**src/rtl/fifo_drain_if.sv**
```systemverilog
// Handshake bundle between the FIFO controller, the drain engine and the downstream consumer.
// The master view belongs to the drain engine; the slave view belongs to its surroundings.
interface fifo_drain_if #(
   parameter int DW = 16
);
   logic          empty;
   logic          fifo_err;
   logic [DW-1:0] fifo_dout;
   logic          pop;
   logic          out_valid;
   logic          out_ready;
   logic [DW-1:0] out_data;

   modport master (
      input  empty, fifo_err, fifo_dout, out_ready,
      output pop, out_valid, out_data
   );

   modport slave (
      output empty, fifo_err, fifo_dout, out_ready,
      input  pop, out_valid, out_data
   );
endinterface

```
**src/rtl/fifo_drain.sv**
```systemverilog
// Drains a FIFO one word every three cycles into a 2-entry skid queue feeding a valid/ready consumer,
// counting accepted words and latching any FIFO error.
module fifo_drain #(
   parameter int DW = 16,
   parameter int CW = 16
) (
   input  logic          clk,
   input  logic          rst_n,
   fifo_drain_if.master  bus,
   output logic [CW-1:0] drained,
   output logic          err_seen
);

   typedef enum logic [1:0] {
      IDLE    = 2'd0,
      POP     = 2'd1,
      CAPTURE = 2'd2
   } state_t;

   state_t        state;
   logic [DW-1:0] buf_q [2];
   logic          rd_ptr;
   logic          wr_ptr;
   logic [1:0]    occ;
   logic          capture;
   logic          xfer;

   assign capture = (state == CAPTURE);
   assign xfer    = bus.out_valid && bus.out_ready;

   // Only IDLE can launch a pop, and at that point no word is in flight, so occ<2 leaves room for it.
   always_ff @(posedge clk or negedge rst_n) begin
      if (!rst_n) begin
         state <= IDLE;
      end else begin
         unique case (state)
            IDLE:    if (!bus.empty && occ < 2'd2) state <= POP;
            POP:     state <= CAPTURE;
            CAPTURE: state <= IDLE;
            default: state <= IDLE;
         endcase
      end
   end

   assign bus.pop = (state == POP);

   always_ff @(posedge clk or negedge rst_n) begin
      if (!rst_n) begin
         // NOTE: the storage is reset on purpose: out_data reads the rd entry directly and must show 0 in reset.
         buf_q[0] <= '0;
         buf_q[1] <= '0;
         rd_ptr   <= 1'b0;
         wr_ptr   <= 1'b0;
         occ      <= 2'd0;
         drained  <= '0;
      end else begin
         if (capture) begin
            buf_q[wr_ptr] <= bus.fifo_dout;
            wr_ptr        <= ~wr_ptr;
         end
         if (xfer) begin
            rd_ptr  <= ~rd_ptr;
            drained <= drained + CW'(1);
         end
         unique case ({capture, xfer})
            2'b10:   occ <= occ + 2'd1;
            2'b01:   occ <= occ - 2'd1;
            default: occ <= occ;
         endcase
      end
   end

   always_ff @(posedge clk or negedge rst_n) begin
      if (!rst_n) begin
         err_seen <= 1'b0;
      end else if (bus.fifo_err) begin
         err_seen <= 1'b1;
      end
   end

   assign bus.out_valid = (occ != 2'd0);
   assign bus.out_data  = buf_q[rd_ptr];

endmodule

```
**src/flat_wrapper.sv**
```systemverilog
// flat-port wrapper written by rule: the top's interface ports become plain ports
module fifo_drain_flat 
#(
   parameter int DW = 16,
   parameter int CW = 16
)
  (clk, rst_n, drained, err_seen, bus_empty, bus_fifo_err, bus_fifo_dout, bus_out_ready, bus_pop, bus_out_valid, bus_out_data);
  fifo_drain_if #(.DW(DW)) bus_i ();
  input  logic clk;
  input  logic rst_n;
  output logic [CW-1:0] drained;
  output logic err_seen;
  input wire logic [$bits(bus_i.empty)-1:0] bus_empty;
  input wire logic [$bits(bus_i.fifo_err)-1:0] bus_fifo_err;
  input wire logic [$bits(bus_i.fifo_dout)-1:0] bus_fifo_dout;
  input wire logic [$bits(bus_i.out_ready)-1:0] bus_out_ready;
  output wire logic [$bits(bus_i.pop)-1:0] bus_pop;
  output wire logic [$bits(bus_i.out_valid)-1:0] bus_out_valid;
  output wire logic [$bits(bus_i.out_data)-1:0] bus_out_data;
  assign bus_i.empty = bus_empty;
  assign bus_i.fifo_err = bus_fifo_err;
  assign bus_i.fifo_dout = bus_fifo_dout;
  assign bus_i.out_ready = bus_out_ready;
  assign bus_pop = bus_i.pop;
  assign bus_out_valid = bus_i.out_valid;
  assign bus_out_data = bus_i.out_data;
  fifo_drain #(.DW(DW), .CW(CW)) u_core (.clk(clk), .rst_n(rst_n), .bus(bus_i), .drained(drained), .err_seen(err_seen));
endmodule
```
**config.mk**
```make
export PLATFORM = sky130hd
export DESIGN_NAME = fifo_drain_flat
export DESIGN_NICKNAME = d
export VERILOG_FILES = /design/src/rtl/fifo_drain_if.sv /design/src/rtl/fifo_drain.sv /design/src/flat_wrapper.sv
export SDC_FILE = /design/constraint.sdc
export NUM_CORES = 1
export LEC_CHECK = 0
export BUFFER_PORTS_ARGS = -buffer_cell sky130_fd_sc_hd__buf_4
export CAP_MARGIN = 20
export CORE_MARGIN = 1.5
export CORE_UTILIZATION = 45
export DETAILED_ROUTE_END_ITERATION = 12
export HOLD_SLACK_MARGIN = 0.03
export PLACE_DENSITY_LB_ADDON = 0.1
export SYNTH_ARGS = -nofsm -noshare
export SYNTH_HDL_FRONTEND = slang
export SYNTH_SLANG_ARGS = --single-unit
```
**constraint.sdc**
```tcl
create_clock -name clk -period 2.1 [get_ports clk]
set_input_delay 0.63 -clock clk [delete_from_list [all_inputs] [get_ports clk]]
set_output_delay 0.63 -clock clk [all_outputs]
set_load 0.05 [all_outputs]
```
---- Word-level counts from Yosys, hierarchy flattened ----
Cells that the tools add are included.
operators by class
  add/subtract/negate cells ............... 3
  $lt $le $gt $ge ......................... 4
  equality and inequality tests ........... 5
  mux-type cells .......................... 9
  bitwise operators ....................... 4
  reductions and logical operators ........ 7
operators with widths
  kind                                                        number
  2-to-1 mux 16 bit                                           4
  bitwise mux 32 bit                                          1
  adder 16 x 1 -> 16 bit, second input constant               1
  demux 16 bit (select 1 bit)                                 1
  one-hot mux 2 bit (2 select lines)                          2
  == test 2 x 1 -> 1 bit, second input constant               2
  == test 2 bit, second input constant                        2
  >= comparator 2 bit, second input constant                  2
  NOT 1 -> 2 bit                                              2
  nonzero test 2 bit                                          2
  logical AND 1 bit                                           3
  adder 2 x 1 -> 2 bit, second input constant                 1
  zero test 2 bit                                             1
  less-than comparator 2 x 1 -> 1 bit, second input constant  1
  less-than comparator 2 bit, second input constant           1
  2-to-1 mux 2 bit                                            1
  != test 2 x 1 -> 1 bit, second input constant               1
  NOT 1 bit                                                   2
  subtractor 2 x 1 -> 2 bit, second input constant            1
  zero test 1 bit                                             1
storage, ports and cells
  flip-flop bits (word level) ............. 55
  input port bits ......................... 21
  output and inout bits ................... 35

---- Longest topological paths before layout ----
Gate-level depths: netlist (run 1).
  depth after elaboration ................. 6
  gate-level depth with buffers ........... 6
  mapped depth without buffers ............ 6

---- Worst setup path before layout (run 1) ----
No wires, ideal clock.
  path type ............................... register to output
  start ................................... register u_core.rd_ptr
  end ..................................... output port bus_out_data[10]
  arrival ................................. 1.309 ns
  slack ................................... 0.161 ns
  cell stages (with the launch flop) ...... 4
  cell sequence ........................... dfrtp_1 clkbuf_1 buf_2 mux2_2
on the way
  cells in the longest elaborated chain, start to end .. 4
RTL lines
  what                                                   line                source
  from (decl)                                            fifo_drain.sv:22    logic rd_ptr;
  from (signal assigned)                                 fifo_drain.sv:62    rd_ptr <= ~rd_ptr;
  NOT 1 -> 2 bit (not written as such)                   fifo_drain.sv:82    assign bus.out_data = buf_q[rd_ptr];
  2-to-1 mux 16 bit (not written as such) (3 in series)  fifo_drain.sv:82
  to (decl)                                              flat_wrapper.sv:19  output wire logic [$bits(bus_i.out_data)-1:0] bus_out_data;
Every way passes these cells. The select of a mux whose other input is x is not followed.

---- Final worst setup path (run 1) ----
Same ends and word-level chain as after synthesis.

==> summary.md, run 1 <==
| Metric | Value |
|---|---|
| Site Rows | 26 |
| Overall Power | 0.00525 W |
| Hpwl dp | 3.16 mm |
| Register area | 1380 um2 |
| Largest vdd supply drop | 0.000835 V |
| Setup crit start kind | register |
| Initial drt markers | 68 |
| Post-Place Cells | 289 |
| Max-slew headroom | 54.7% |
| Commonest non-fill, non-tap cells in the layout | buf_4 (57), dfrtp_1 (55), mux2_2 (46) |
| Critical Path End Type | primary output |
| CTS tree | yes |
| Layout cell share with drive strength beyond 1 | 52.4% |
| Worst Path Max Fanout | 9 |
| FF-to-FF Start | u_core.occ[1] |
| Final hold violation count | 0 |
| ANT cells | 0 |
| Clock root buffer master | clkbuf_8 |
| Critical path class | reg2out |
| Num CTS Buffers | 5 |
| Worst-Skew Late Latency | 0.30 ns |
| Part of the Yosys area used for sequential elements | 58.0% |
| Total setup buffers inserted after CTS | 0 |
| Reg clk slew, reported paths | 0.10 ns |
| Die ar. | 5720 um2 |
| Reg2Reg Setup Slack | 0.41 ns |
| Commonest non-fill, non-tap cell in the layout | buf_4 |
| Final wirelength | 4.35 mm |
| Area Growth Syn to Fin | 25.8% |
| Router iterations before antenna repair | 4 |
| Leak | 1.37 nW |
| Gate count of the mapped netlist | 166 |
| Non-filler cells, final | 297 |
| Seq cells post-synth | 55 |
| Max Cap Viol | 0 |
| Synth top area share | 58.0% |
| Synth Cell Area | 2370 um2 |
| Clock sinks | 55 |
| Worst Skew | 0.0106 ns |
| CTS resizes | 0 |
| Largest net degree at the start of global routing | 56 |
| Total gr overflow | 0 |
| DRC violations left | 0 |
| GR Util All Layers | 16.5% |
| Syn_nets | 189 |
| Die width | 75.6 um |
| # nets final | 249 |
| Setup total negative slack | 0 ns |
| Final Util | 58.5% |
| Gpl congestion | 0.710 |
| Crit path time final | 2.04 ns |
| Fillcell total | 426 |
| Final Cycle Share | 97.1% |
| Num ports | 56 |
| Core area | 5110 um2 |
| Largest cells by area after synthesis | dfrtp_1 (58%), mux2_2 (22%), xnor2_1 (5.5%) |
| Multi-input logic area | 973 um2 |
| Vias post-DR | 1499 |
| Crit path launch | u_core.rd_ptr |
| Initial antenna violation count | 0 |
| Chip height | 75.6 um |
| Post-synth cell types | 27 |
| Avg WL per Cell | 14.7 um |
| Max-slew violations | 0 |
| Crit path DAT | 1.41 ns |
| Vias in the first global route | 1508 |
| Maximum clock frequency | 491 MHz |
| Vias/cell | 5.05 |
| Least-Margin Pin Slew | 0.680 ns |
| Outcome | finished clean |
| CTS HTree Levels | 2 |
| RSZ-0062 raised after global routing | false |
| Port Buf Inserts | 55 |
| CTS Hold Bufs | 0 |
| Final setup violation count | 0 |
| Worst Hold Class | in2async |
| Synth warnings | 0 |
| Req. time, crit path | 1.47 ns |
| Mean Syn Cell Area | 14.3 um2 |
| First-pass GRT wire length | 6.86 mm |
| Initial cell density of the core | 46.5% |
| P per Cell Area | 1760 nW/um2 |
| CTS max path bufs | 2 |
| DRT antenna net count | 0 |
| Leading area contributor after synthesis | dfrtp_1 |
-- final cells by class --
class                      instances  area share (%)
timing repair buffer              57            14.3
tap                               70            2.93
clock inverter                     2            1.17
multi-input combinational        106            32.6
clock buffer                       6            2.76
inverter                           1           0.126
sequential                        55            46.1
-- worst max-delay path: stages (launching register included) --
cell     delay (ns)
dfrtp_1        0.36
buf_4          0.19
mux2_2         0.36
buf_4          0.19
-- report_power, final --
group	internal, W	switching (W)
logic	0.00110	0.00167
clock network	0.000386	0.000311
registers	0.00149	0.000298
total	0.00297	0.00227
-- metal layers --
| layer | share of wire, % | GRT usage (%) |
|---|---|---|
| met1 | 42 | 19.4 |
| met2 | 53 | 28.7 |
| met3 | 3.9 | 4.23 |
| met4 | 1.1 | 6.75 |
| met5 | 0 | 0 |
-- state kept, by name, summed over array words and instances, names as in the netlist --
name and flops:
u_core.rd_ptr 1, u_core.err_seen 1, u_core.buf_q 32, u_core.drained 16
u_core.state 2, u_core.wr_ptr 1, u_core.occ 2
-- metrics by stage --
step	setup slack, ns	area (um2)	hold WS, ns
finish	0.0615	2990	0.357
global route	0.00510	2990	0.393
CTS	0.0483	2990	0.381
detailed placement	0.325	2870	0.462
global placement	0.368	2870	0.460
floorplan	0.161	2370	0.334
-- Yosys cell counts, drive strengths merged --
library cell	n
o21ai	1
nand4	3
nor2	4
buf	3
mux2	48
ha	2
dfrtp	55
xor2	5
and2	1
nor3	2
xnor2	15
nand2	10
nand3b	1
and4	1
clkbuf	1
nor4	3
nand2b	1
nand3	5
or2	2
nor2b	2
inv	1
-- cells by family (layout without fill, tap and decap cells) --
| logic type | count (synthesis) | count (layout) | share of synthesized area [%] |
|---|---|---|---|
| flip-flops | 55 | 55 | 58.0 |
| AO/OA/AOI/OAI | 1 | 1 | 0.685 |
| multiplexers | 48 | 48 | 22.8 |
| buffers and inverters | 5 | 66 | 1.05 |
| XOR/XNOR | 20 | 20 | 7.38 |
| adder cells (fa/ha/maj) | 2 | 2 | 1.05 |
| AND/OR/NAND/NOR | 35 | 35 | 9.12 |
-- worst paths after layout --
| kind | endpoint | cells past startpoint |
|---|---|---|
| worst max-delay path | bus_out_data[10] | 3 |
| worst min-delay path | u_core.buf_q[2] | 1 |
| worst max register to register | u_core.occ[1] | 6 |
| worst min register to register | u_core.state[0] | 1 |
| max in group asynchronous | u_core.drained[4] | 1 |
| min in group clk | u_core.state[0] | 2 |
Note: power is estimated with default switching activity, not from simulation.
==> run 2: changes to the inputs <==
--- a/config.mk
+++ b/config.mk
@@ -5,6 +5,7 @@
 export SDC_FILE = /design/constraint.sdc
 export NUM_CORES = 1
 export LEC_CHECK = 0
+export ABC_AREA = 1
 export BUFFER_PORTS_ARGS = -buffer_cell sky130_fd_sc_hd__buf_4
 export CAP_MARGIN = 20
 export CORE_MARGIN = 1.5
==> run 2 against run 1 <==
Sequential power about the same. Register-to-register slack better by 0.12 ns. Combinational power about the same. Largest cell class unchanged. Largest power group unchanged.
==> summary.md, run 2 <==
| Metric | Value |
|---|---|
| Placement Setup Slack | 0.298 ns (was 0.325 ns) |
| Die width | 78.9 um (was 75.6 um) |
| Post-synth cell types | 26 (was 27) |
| Vias in the first global route | 1888 (was 1508) |
| Syn_nets | 320 (was 189) |
| Crit path DAT | 1.34 ns (was 1.41 ns) |
| Reg clk slew, reported paths | 0.10 ns (about the same) |
| Seq cells post-synth | 55 (unchanged) |
| P per Cell Area | 1620 nW/um2 (was 1760 nW/um2) |
| Register area | 1380 um2 (about the same) |
| Final setup violation count | 0 (unchanged) |
| Top post-synthesis cells by count | nand2_1 (110), dfrtp_1 (55), inv_1 (37) (was dfrtp_1 (55), mux2_2 (46), xnor2_1 (15)) |
| Final wirelength | 4.93 mm (was 4.35 mm) |
| Post-Synth Adder-Cell Area | 0.964% (was 1.05%) |
| Multi-input logic area | 1010 um2 (was 973 um2) |
| CTS Hold Bufs | 0 (unchanged) |
| Commonest register cell after synthesis | dfrtp_1 (unchanged) |
| Worst-Skew Late Latency | 0.30 ns (about the same) |
| Site Rows | 27 (was 26) |
| Largest vdd supply drop | 0.000829 V (was 0.000835 V) |
| Synth Area in Compound Gates | 8.87% (was 0.685%) |
| Clock sinks | 55 (unchanged) |
| Worst Skew | 0.0119 ns (was 0.0106 ns) |
| Gpl congestion | 0.813 (was 0.710) |
| Largest family of logic cells by synthesized area | simple AND/OR/NAND/NOR gates (was multiplexers) |
| Crit path time final | 1.97 ns (was 2.04 ns) |
| Biggest regs | u_core.buf_q (32), u_core.drained (16) (unchanged) |
| Num CTS Buffers | 5 (unchanged) |
| Outcome | finished clean (unchanged) |
| Synth Cell Area | 2590 um2 (was 2370 um2) |
| ANT cells | 0 (unchanged) |
| Port Buf Inserts | 55 (unchanged) |
| Gate count of the mapped netlist | 297 (was 166) |
| Maximum clock frequency | 508 MHz (was 491 MHz) |
| Num ports | 56 (unchanged) |
| Leak | 1.73 nW (was 1.37 nW) |
| Synth warnings | 0 (unchanged) |
| Part of the Yosys area used for sequential elements | 53.0% (was 58.0%) |
| Setup crit start kind | register (unchanged) |
| CTS max path bufs | 2 (unchanged) |
| Largest net degree at the start of global routing | 56 (unchanged) |
| Ys async rst share | 100% (unchanged) |
| Max Cap Viol | 0 (unchanged) |
| DRC violations left | 0 (unchanged) |
| Critical Path End Type | primary output (unchanged) |
| GR Util All Layers | 17.1% (was 16.5%) |
| CTS tree | yes (unchanged) |
| Synth top area share | 53.0% (was 58.0%) |
| Die ar. | 6230 um2 (was 5720 um2) |
| Most numerous cell in the Yosys netlist | nand2_1 (was dfrtp_1) |
| DRT antenna net count | 0 (unchanged) |
| Layout cell share with drive strength beyond 1 | 26.8% (was 52.4%) |
| # nets final | 377 (was 249) |
| Xor/xnor cell area share of the yosys netlist | 4.73% (was 7.38%) |
| Mean Syn Cell Area | 8.74 um2 (was 14.3 um2) |
| Core area | 5540 um2 (was 5110 um2) |
| Final hold violation count | 0 (unchanged) |
| Chip height | 78.9 um (was 75.6 um) |
| Fraction of the mapped netlist area in simple logic gates | 24.2% (was 9.11%) |
| Final worst-path setup slack | 0.133 ns (was 0.0615 ns) |
| Final instance area | 3170 um2 (was 2990 um2) |
| Total setup buffers inserted after CTS | 0 (unchanged) |
| Commonest non-fill, non-tap cell in the layout | nand2_1 (was buf_4) |
| Router iterations before antenna repair | 4 (unchanged) |
| First-pass GRT wire length | 8.36 mm (was 6.86 mm) |
| Total gr overflow | 0 (unchanged) |
| Initial drt markers | 86 (was 68) |
| Hpwl dp | 3.47 mm (was 3.16 mm) |
| RSZ-0062 raised after global routing | false (unchanged) |
| EDFF count, synth | 0 (unchanged) |
| Initial antenna violation count | 0 (unchanged) |
| Mux contribution to synthesized area | 0% (was 22.8%) |
| Max-slew headroom | 54.6% (was 54.7%) |
| Worst Hold Class | in2async (unchanged) |
| Initial cell density of the core | 46.8% (was 46.5%) |
| CTS resizes | 0 (unchanged) |
| Final Util | 57.2% (was 58.5%) |
| Req. time, crit path | 1.47 ns (about the same) |
| Commonest non-fill, non-tap cells in the layout | nand2_1 (110), buf_4 (60), dfrtp_1 (54) (was buf_4 (57), dfrtp_1 (55), mux2_2 (46)) |
| Vias/cell | 4.65 (was 5.05) |
| Worst Path Max Fanout | 11 (was 9) |
| Largest register FFs | 32 (unchanged) |
| Biggest register | u_core.buf_q (unchanged) |
| Least-Margin Pin Slew | 0.681 ns (was 0.680 ns) |
| CTS HTree Levels | 2 (unchanged) |
| Vias post-DR | 1985 (was 1499) |
| Max-slew violations | 0 (unchanged) |
| Area Growth Syn to Fin | 22.2% (was 25.8%) |
| Post-placement cell area | 3070 um2 (was 2870 um2) |
| Largest cells by area after synthesis | dfrtp_1 (53%), nand2_1 (16%), o21ai_2 (5.4%) (was dfrtp_1 (58%), mux2_2 (22%), xnor2_1 (5.5%)) |
| Fillcell total | 550 (was 426) |
| Setup total negative slack | 0 ns (unchanged) |
| Clock root buffer master | clkbuf_8 (unchanged) |
| Final Cycle Share | 93.6% (was 97.1%) |
| Avg WL per Cell | 11.5 um (was 14.7 um) |
| Critical path class | reg2out (unchanged) |
| Leading area contributor after synthesis | dfrtp_1 (unchanged) |
run 2: changes by cell type after synthesis, sizes merged, moves of 4 or more:
cell   previous run  this run
inv               1        37
mux2             48         0
nand2            10       111
nand3             5        12
nor2              4        13
o21ai             1        33
xnor2            15         5
xor2              5         9
run 2: area by class of cell:
| type | instances | area share [%] |
|---|---|---|
| Multi-Input combinational cell | 194 | 31.7 |
| Sequential cell | 55 | 43.4 |
| Clock inverter | 1 | 0.237 |
| Clock buffer | 7 | 3.04 |
| Timing Repair Buffer | 60 | 14.2 |
| Inverter | 38 | 4.50 |
| Tap cell | 72 | 2.84 |
run 2: final timing paths:
kind,from,end,slack (ns),cells past startpoint
worst max-delay path,u_core.rd_ptr,bus_out_data[13],0.13,5
worst min-delay path,rst_n,u_core.buf_q[16],0.36,1
worst max register to register,u_core.occ[0],u_core.occ[1],0.53,6
worst min register to register,u_core.state[0],u_core.state[0],0.43,1
max in group asynchronous,rst_n,u_core.rd_ptr,1.24,1
min in group clk,u_core.state[0],u_core.state[0],0.43,1
run 2: per-stage QoR:
step	instances	hold slack (ns)	power (W)
final	427	0.364	0.00515
after global placement	419	0.416	0.00452
after global routing	427	0.421	0.00550
after detailed placement	419	0.421	0.00456
after floorplan	297	0.334	0.00379
after CTS	427	0.390	0.00520
run 2: where the power goes:
group	internal [W]	switching, W
logic	0.000876	0.00188
registers	0.00148	0.000286
clock network	0.000300	0.000326
run 2: routing by layer:
metal	track usage, %	share of wire [%]
met1	22.0	47
met2	29.7	48
met3	2.64	3.8
met4	5.26	1.0
met5	0	0
run 2: cells by family (layout without fill, tap and decap cells):
kind of cell,count (synthesis),in the layout
fa+ha+maj,2,2
xor+xnor,14,14
compound gates,34,34
buf+inv,48,106
simple gates,144,144
flops,55,55
run 2: critical path: stages (launching register included):
cell      delay, ns
dfrtp_2        0.46
clkinv_1       0.07
buf_4          0.17
nand2_1        0.06
nand2_1        0.08
buf_4          0.20
